--- config.mk ---
export PLATFORM = sky130hd
export DESIGN_NAME = layer_mixer
export DESIGN_NICKNAME = d
export VERILOG_FILES = /design/src/rtl/layer_mixer_pkg.sv /design/src/rtl/frame_blinker.sv /design/src/rtl/layer_mixer.sv
export SDC_FILE = /design/constraint.sdc
export NUM_CORES = 1
export LEC_CHECK = 0
export ABC_AREA = 1
export BUFFER_PORTS_ARGS = -buffer_cell sky130_fd_sc_hd__buf_4
export CAP_MARGIN = 10
export CORE_AREA = 10 10 63 65
export CTS_BUF_LIST = sky130_fd_sc_hd__clkbuf_8
export DETAILED_ROUTE_END_ITERATION = 16
export DIE_AREA = 0 0 73 75
export PLACE_DENSITY = 0.89
export SLEW_MARGIN = 20
export SYNTH_ARGS = -nofsm -noshare
export SYNTH_HDL_FRONTEND = slang
export SYNTH_SLANG_ARGS = --single-unit
--- constraint.sdc ---
create_clock -name clk -period 3.4 [get_ports clk]
set_input_delay 0.17 -clock clk [delete_from_list [all_inputs] [get_ports clk]]
set_output_delay 0.17 -clock clk [all_outputs]
set_load 0.005 [all_outputs]
--- src/rtl/layer_mixer_pkg.sv ---
// layer_mixer_pkg: shared colour constants and sizing helpers
// for the layer compositor and its frame blinker.
package layer_mixer_pkg;

    localparam int RGB_W_DEF = 8;

    localparam logic [RGB_W_DEF-1:0] COLOR_BLACK = '0;

    function automatic int clog2(input int value);
        int r;
        r = 0;
        while ((1 << r) < value) r++;
        return r;
    endfunction

endpackage

--- src/rtl/frame_blinker.sv ---
// frame_blinker: vsync rising-edge detect, frame tick and
// the frame-counted blink phase used for flash mode.
module frame_blinker
    import layer_mixer_pkg::*;
#(
    parameter int BLINK_FRAMES = 30
) (
    input  logic clk,
    input  logic reset,
    input  logic vsync_in,
    input  logic flash_en,
    output logic frame_tick,
    output logic blink_phase
);

    localparam int CW = clog2(BLINK_FRAMES) + 1;
    localparam logic [CW-1:0] LAST = CW'(BLINK_FRAMES - 1);

    logic          vsync_prev;
    logic          flash_q;
    logic [CW-1:0] frame_cnt;
    logic          frame_edge;

    assign frame_edge = vsync_in & ~vsync_prev;

    always_ff @(posedge clk) begin
        if (reset) begin
            vsync_prev  <= 1'b0;
            flash_q     <= 1'b0;
            frame_tick  <= 1'b0;
            frame_cnt   <= '0;
            blink_phase <= 1'b0;
        end else begin
            vsync_prev <= vsync_in;
            flash_q    <= flash_en;
            frame_tick <= frame_edge;
            // flash_q gates out an edge landing in the enable cycle
            if (!flash_en) begin
                frame_cnt   <= '0;
                blink_phase <= 1'b0;
            end else if (frame_edge && flash_q) begin
                if (frame_cnt == LAST) begin
                    frame_cnt   <= '0;
                    blink_phase <= ~blink_phase;
                end else begin
                    frame_cnt <= frame_cnt + CW'(1);
                end
            end
        end
    end

endmodule

--- src/rtl/layer_mixer.sv ---
// layer_mixer: priority compositor over NUM_LAYERS pixel streams
// with blanking, flash override and sync-aligned output pipeline.
module layer_mixer
    import layer_mixer_pkg::*;
#(
    parameter int NUM_LAYERS   = 2,
    parameter int RGB_W        = RGB_W_DEF,
    parameter int PIPE         = 2,
    parameter int BLINK_FRAMES = 30
) (
    input  logic                        clk,
    input  logic                        reset,
    input  logic                        video_on,
    input  logic                        hsync_in,
    input  logic                        vsync_in,
    input  logic [NUM_LAYERS-1:0]       layer_on,
    input  logic [NUM_LAYERS*RGB_W-1:0] layer_rgb,
    input  logic [NUM_LAYERS-1:0]       layer_en,
    input  logic [RGB_W-1:0]            bg_rgb,
    input  logic                        flash_en,
    input  logic [RGB_W-1:0]            flash_rgb,
    output logic [RGB_W-1:0]            rgb,
    output logic                        hsync,
    output logic                        vsync,
    output logic                        video_on_out,
    output logic                        frame_tick,
    output logic                        blink_phase
);

    logic [RGB_W-1:0] pix;
    logic [RGB_W-1:0] rgb_q [PIPE];
    logic [2:0]       ctl_q [PIPE];

    frame_blinker #(
        .BLINK_FRAMES(BLINK_FRAMES)
    ) u_blinker (
        .clk        (clk),
        .reset      (reset),
        .vsync_in   (vsync_in),
        .flash_en   (flash_en),
        .frame_tick (frame_tick),
        .blink_phase(blink_phase)
    );

    // later layers overwrite earlier ones, so the top index wins
    always_comb begin
        pix = bg_rgb;
        for (int i = 0; i < NUM_LAYERS; i++) begin
            if (layer_on[i] && layer_en[i])
                pix = layer_rgb[i*RGB_W +: RGB_W];
        end
        if (flash_en && blink_phase)
            pix = flash_rgb;
        if (!video_on)
            pix = RGB_W'(COLOR_BLACK);
    end

    always_ff @(posedge clk) begin
        if (reset) begin
            for (int i = 0; i < PIPE; i++) begin
                rgb_q[i] <= '0;
                ctl_q[i] <= '0;
            end
        end else begin
            rgb_q[0] <= pix;
            ctl_q[0] <= {video_on, vsync_in, hsync_in};
            for (int i = 1; i < PIPE; i++) begin
                rgb_q[i] <= rgb_q[i-1];
                ctl_q[i] <= ctl_q[i-1];
            end
        end
    end

    assign rgb = rgb_q[PIPE-1];
    assign {video_on_out, vsync, hsync} = ctl_q[PIPE-1];

endmodule

# Word level (Yosys, flattened, before mapping)
# Memory sizes are Yosys's and may differ from the RTL's.
# Cells that the tools add are included.
op_classes:
  muxes: 12
  eq_ne: 1
  reduce_logical: 6
  bitwise: 8
  add_sub_neg: 1
op_table:
  columns: ["operator", "count"]
  rows:
  - ["$mux W8", 6]
  - ["$add A6 B1 Y6 const B", 1]
  - ["$eq A6 B5 Y1 const B", 1]
  - ["$mux W3", 2]
  - ["$mux W6", 1]
  - ["$logic_and A1 B1 Y1", 4]
  - ["$or A1 B1 Y1", 4]
  - ["$mux W1", 3]
  - ["$not A1 Y1", 3]
  - ["$reduce_and A2 Y1", 1]
  - ["$reduce_or A2 Y1", 1]
  - ["$and A1 B1 Y1", 1]
word_totals:
  mem_bits_rw: 22
  ff_bits: 10
  output_inout_bits: 13
  mem_count: 2
  wordCells: 35
  in_bits: 42
memory_table:
  columns: ["memory", "depth", "width", "read_ports", "rd_ports_with_merged_regs", "wr", "line_no", "source"]
  rows:
  - ["rgb_q", 2, 8, 2, 0, 2, "layer_mixer.sv:31", "logic [RGB_W-1:0] rgb_q [PIPE];"]
  - ["ctl_q", 2, 3, 2, 0, 2, "layer_mixer.sv:32", "logic [2:0] ctl_q [PIPE];"]

# Logic depth before layout (Yosys ltp)
depth:
  ltp_word: 6
  mapped_depth: 7
  ltp_nobuf: 7

# By module
# A second synthesis with hierarchy kept.
unflattened:
  cells_unflattened: 205
  hier_area_um2: 1520.2
modules_own_cells:
  columns: ["mod", "seq_area_each_um2", "area_each_um2", "cells_each", "instances"]
  rows:
  - ["layer_mixer", 440.4, 1028.5, 147, 1]
  - ["frame_blinker", 200.2, 491.7, 58, 1]

# Worst setup path after synthesis
# OpenSTA, ideal clock, no wires.
synth_path:
  path_kind: "register to register"
  start: "reg u_blinker.frame_cnt[0]"
  end: "reg u_blinker.frame_cnt[1]"
  slack_ns: 2.329
  t_required_ns: 3.283
  stages_incl_launch_ff: 7
  arrival_time_ns: 0.954
  synth_period_minus_slack_ns: 1.071
  n_path_buf: 0
  setup_time_ns: 0.117
  cell_sequence: "dfxtp_1 ha_1 nand3_2 nor2_4 nand2_2 nand2_4 nor2_2"
synth_between:
  elab_chain_cells: 2
  elab_cells_between_ends: 3
  classes_between: "1 x add/sub; 1 x eq/ne; 1 x mux"
synth_rtl:
  columns: ["item", "line_no", "source"]
  rows:
  - ["start, declared", "frame_blinker.sv:21", "logic [CW-1:0] frame_cnt;"]
  - ["start signal, assigned", "frame_blinker.sv:46", "frame_cnt <= frame_cnt + CW'(1);"]
  - ["$add A6 B1 Y6 / $eq A6 B5 Y1 (equally long branches)", "frame_blinker.sv:46, frame_blinker.sv:42", null]
  - ["$mux W6 (*)", "frame_blinker.sv:42", "if (frame_cnt == LAST) begin"]
# Every way passes the cells marked *; elsewhere a longest branch is shown, timed or not.
# A chain may end at the register's enable or synchronous reset.

# Final worst setup path
layout_path:
  start: "reg u_blinker.frame_cnt[0]"
  end: "reg u_blinker.frame_cnt[0]"
# Same word-level chain as after synthesis.

==> out/qor.txt <==
Fmax achieved -> 858.8 MHz
Critical path's slowest cell -> dfxtp_1
# rows -> 19
Largest stage delay on the critical path -> 0.39 ns
Slew @ Worst Pin -> 0.2723 ns
Diodes inserted -> 0
Final GP Congestion -> 0.7750
Post-detail-place hpwl -> 2532 um
Sequential share of power -> 0.525
Syn Std Cell Area -> 1453 um^2
Clock Pin Slew Worst Setup and Hold Paths -> 0.06 ns
Net Sw Power -> 162.6 uW
CP required -> 3.57 ns
Drt wl/cell -> 10.71 um
First-pass detailed-route iteration total -> 4
Crit path kind -> flop to flop
Relative slew slack -> 0.8180
Reg2reg path depth -> 6
Number of synthesized register bits -> 31
Largest fanout on the critical path -> 5
Crit-path cells -> ha_1 > nand3_2 > nor2_4 > nand2_2 > nand2_4 > nor2_2
Grt total ovfl -> 0
Hold depth -> 3
Fin. max-slew vios -> 0
Share of cells above drive strength 1 -> 0.3242
Final worst slack -> 2.236 ns
Inserted Clock Buffers -> 5
Largest net degree at the start of global routing -> 17
Antenna violations before repair -> 0
Later-pin clock latency in the skew report -> 0.28 ns
Hold Fails Final Rpt -> 0
Vias in the first global route -> 1191
Synth unique cells -> 23
Buf+Inv Stages, Crit Path -> 0
Layout Skew -> 0.004379 ns
Comb pwr share -> 0.131
Pint -> 562.2 uW
Period minus WS final -> 1.164 ns
Post-Syn Nets -> 250
Setup TNS -> 0 ns
Crit path DAT -> 1.33 ns
Final wirelength -> 3073 um
Clock power frac -> 0.344
Final Setup Violations -> 0
First-pass GRT wire length -> 5181 um
CTS root buffer -> clkbuf_8
DR vias -> 1242
P&R area growth vs syn -> 30.58%
CTS tree -> built
I/O Pins -> 55
Post-synth top area share -> 0.4272
ANT nets after route -> 0
Input/output buffers -> 54
Cts hold-fix bufs -> 0
DR iter-0 viols -> 54
Max Cap Viol -> 0
GRT Util Overall -> 0.1190
Crit. path cell count -> 6
Initial Util -> 0.5360
Dpl ws -> 2.231 ns
Post-CTS setup buffer count -> 0
Synth warn -> 0
Die ar. -> 5475 um^2
CP top delay family -> simple AND/OR/NAND/NOR gates
H-tree levels -> 2
Cell Pwr Density -> 382.1 nW/um^2
Syn_area_per_cell -> 7.052 um^2
Drt drc -> 0
Leak -> 1.037 nW
Area leader, netlist -> dfxtp_1
Ranking of synthesized cells by area -> dfxtp_1, nand2_1, inv_1
VDD IR max -> 0.4097 mV
Core Region -> 2710 um^2
Nets -> 301
Mapped Cells -> 206
Crit path capture type -> flop
Final period util -> 0.3425
Post_cts resized -> 0
Seq/Total Area, Yosys -> 0.4272
Die Width -> 73 um
Num Clock Sinks -> 31
Die H -> 75 um
RSZ-0062 raised after global routing -> no
Hold Path Class -> input pin to flop
Switching share of power -> 0.2244
Outcome -> complete, no violations
Vias/cell -> 4.328
CTS Buffer Depth -> 2
CP Launch Type -> flop
[placed cells by master, fill, tap and decap left out, types with 2 or more instances in the layout]
cell type,netlist,routed
nand2_2,4,4
nor2_2,4,4
inv_2,6,6
nand3_2,2,2
inv_1,42,43
clkbuf_8,0,5
nor2_1,30,30
nor2_4,2,2
nand2_1,43,43
buf_4,9,54
dfxtp_1,31,31
nand3_1,18,18
a21oi_2,3,3
ha_1,2,2
[cells by family (layout without fill, tap and decap cells)]
| group | Yosys count | in the layout | share of synthesized area |
|---|---|---|---|
| adders and majority gates | 2 | 2 | 0.01722 |
| AOI/OAI and AO/OA | 5 | 5 | 0.02498 |
| buffers and inverters | 58 | 108 | 0.1740 |
| and+or+nand+nor | 108 | 108 | 0.3445 |
| xor gates and xnor gates | 2 | 2 | 0.01206 |
| DFF | 31 | 31 | 0.4272 |
[per-layer routing]
| metal | global-route usage | vias up | routed length, um |
|---|---|---|---|
| met4 | 0.05696 | 0 | 55 |
| met1 | 0.1315 | 494 | 1332 |
| li1 | - | 694 | - |
| met2 | 0.1738 | 49 | 1289 |
| met3 | 0.07753 | 5 | 396 |
| met5 | 0 | - | 0 |
[power by group through the flow]
stage | clock network [mW] | registers [mW] | logic [mW]
finish | 0.249 | 0.380 | 0.0953
global route | 0.273 | 0.381 | 0.108
CTS | 0.254 | 0.381 | 0.0964
detailed placement | 0 | 0.388 | 0.0957
global placement | 0 | 0.388 | 0.0941
floorplan | 0 | 0.388 | 0.0473
[path summary, 6_finish.rpt]
kind / from / to / slack (ns)
worst min register to register: ctl_q[0][2] / ctl_q[0][5] / 0.39
worst max register to register: u_blinker.frame_cnt[0] / u_blinker.frame_cnt[0] / 2.24
worst max-delay path: u_blinker.frame_cnt[0] / u_blinker.frame_cnt[0] / 2.24
worst min-delay path: hsync_in / ctl_q[0][0] / 0.1
[state kept, by name (all words and copies together) (netlist names)]
signal	cells
rgb_q	16
u_blinker.flash_q	1
u_blinker.frame_tick	1
u_blinker.frame_cnt	6
u_blinker.blink_phase	1
ctl_q	6
[cell type report]
class,instances,area [um^2]
Sequential cell,31,620.6
Tap cell,31,38.79
Clock buffer,5,68.82
Inverter,48,180.2
Fill cell,233,813.3
Clock inverter,1,3.754
Timing Repair Buffer,54,405.4
Multi-Input combinational cell,117,579.3
[cells in the mapped netlist]
library cell and instances:
buf_4 9, nor3_1 1, inv_2 6, nor3_2 1, nand4_1 1, nand2_4 1
inv_1 42, nor2_4 2, o21ai_0 1, a21oi_1 1, xor2_1 1, nand3b_2 1
nand3_2 2, nand2_1 43, ha_1 2, xnor2_1 1, a21oi_2 3, nand3_1 18
buf_2 1, nand2_2 4, nor2_1 30, nor2_2 4, dfxtp_1 31
[per-stage QoR]
step | instance area (um^2) | util | hold slack [ns] | cells | power (mW)
finish | 1897 | 0.6999 | 0.09667 | 287 | 0.7248
global route | 1897 | 0.6999 | 0.1084 | 287 | 0.7626
CTS | 1897 | 0.6999 | 0.09673 | 287 | 0.7313
detailed placement | 1824 | 0.6731 | 0.3821 | 281 | 0.4841
global placement | 1824 | 0.6731 | 0.3867 | 281 | 0.4821
floorplan | 1453 | - | 0.2412 | 206 | 0.4352
[worst reg2reg max path, stage by stage (launching register included)]
cell and delay (ns):
dfxtp_1 0.39, ha_1 0.19, nand3_2 0.10, nor2_4 0.14
nand2_2 0.09, nand2_4 0.11, nor2_2 0.05
(Power assumes the default switching activity.)
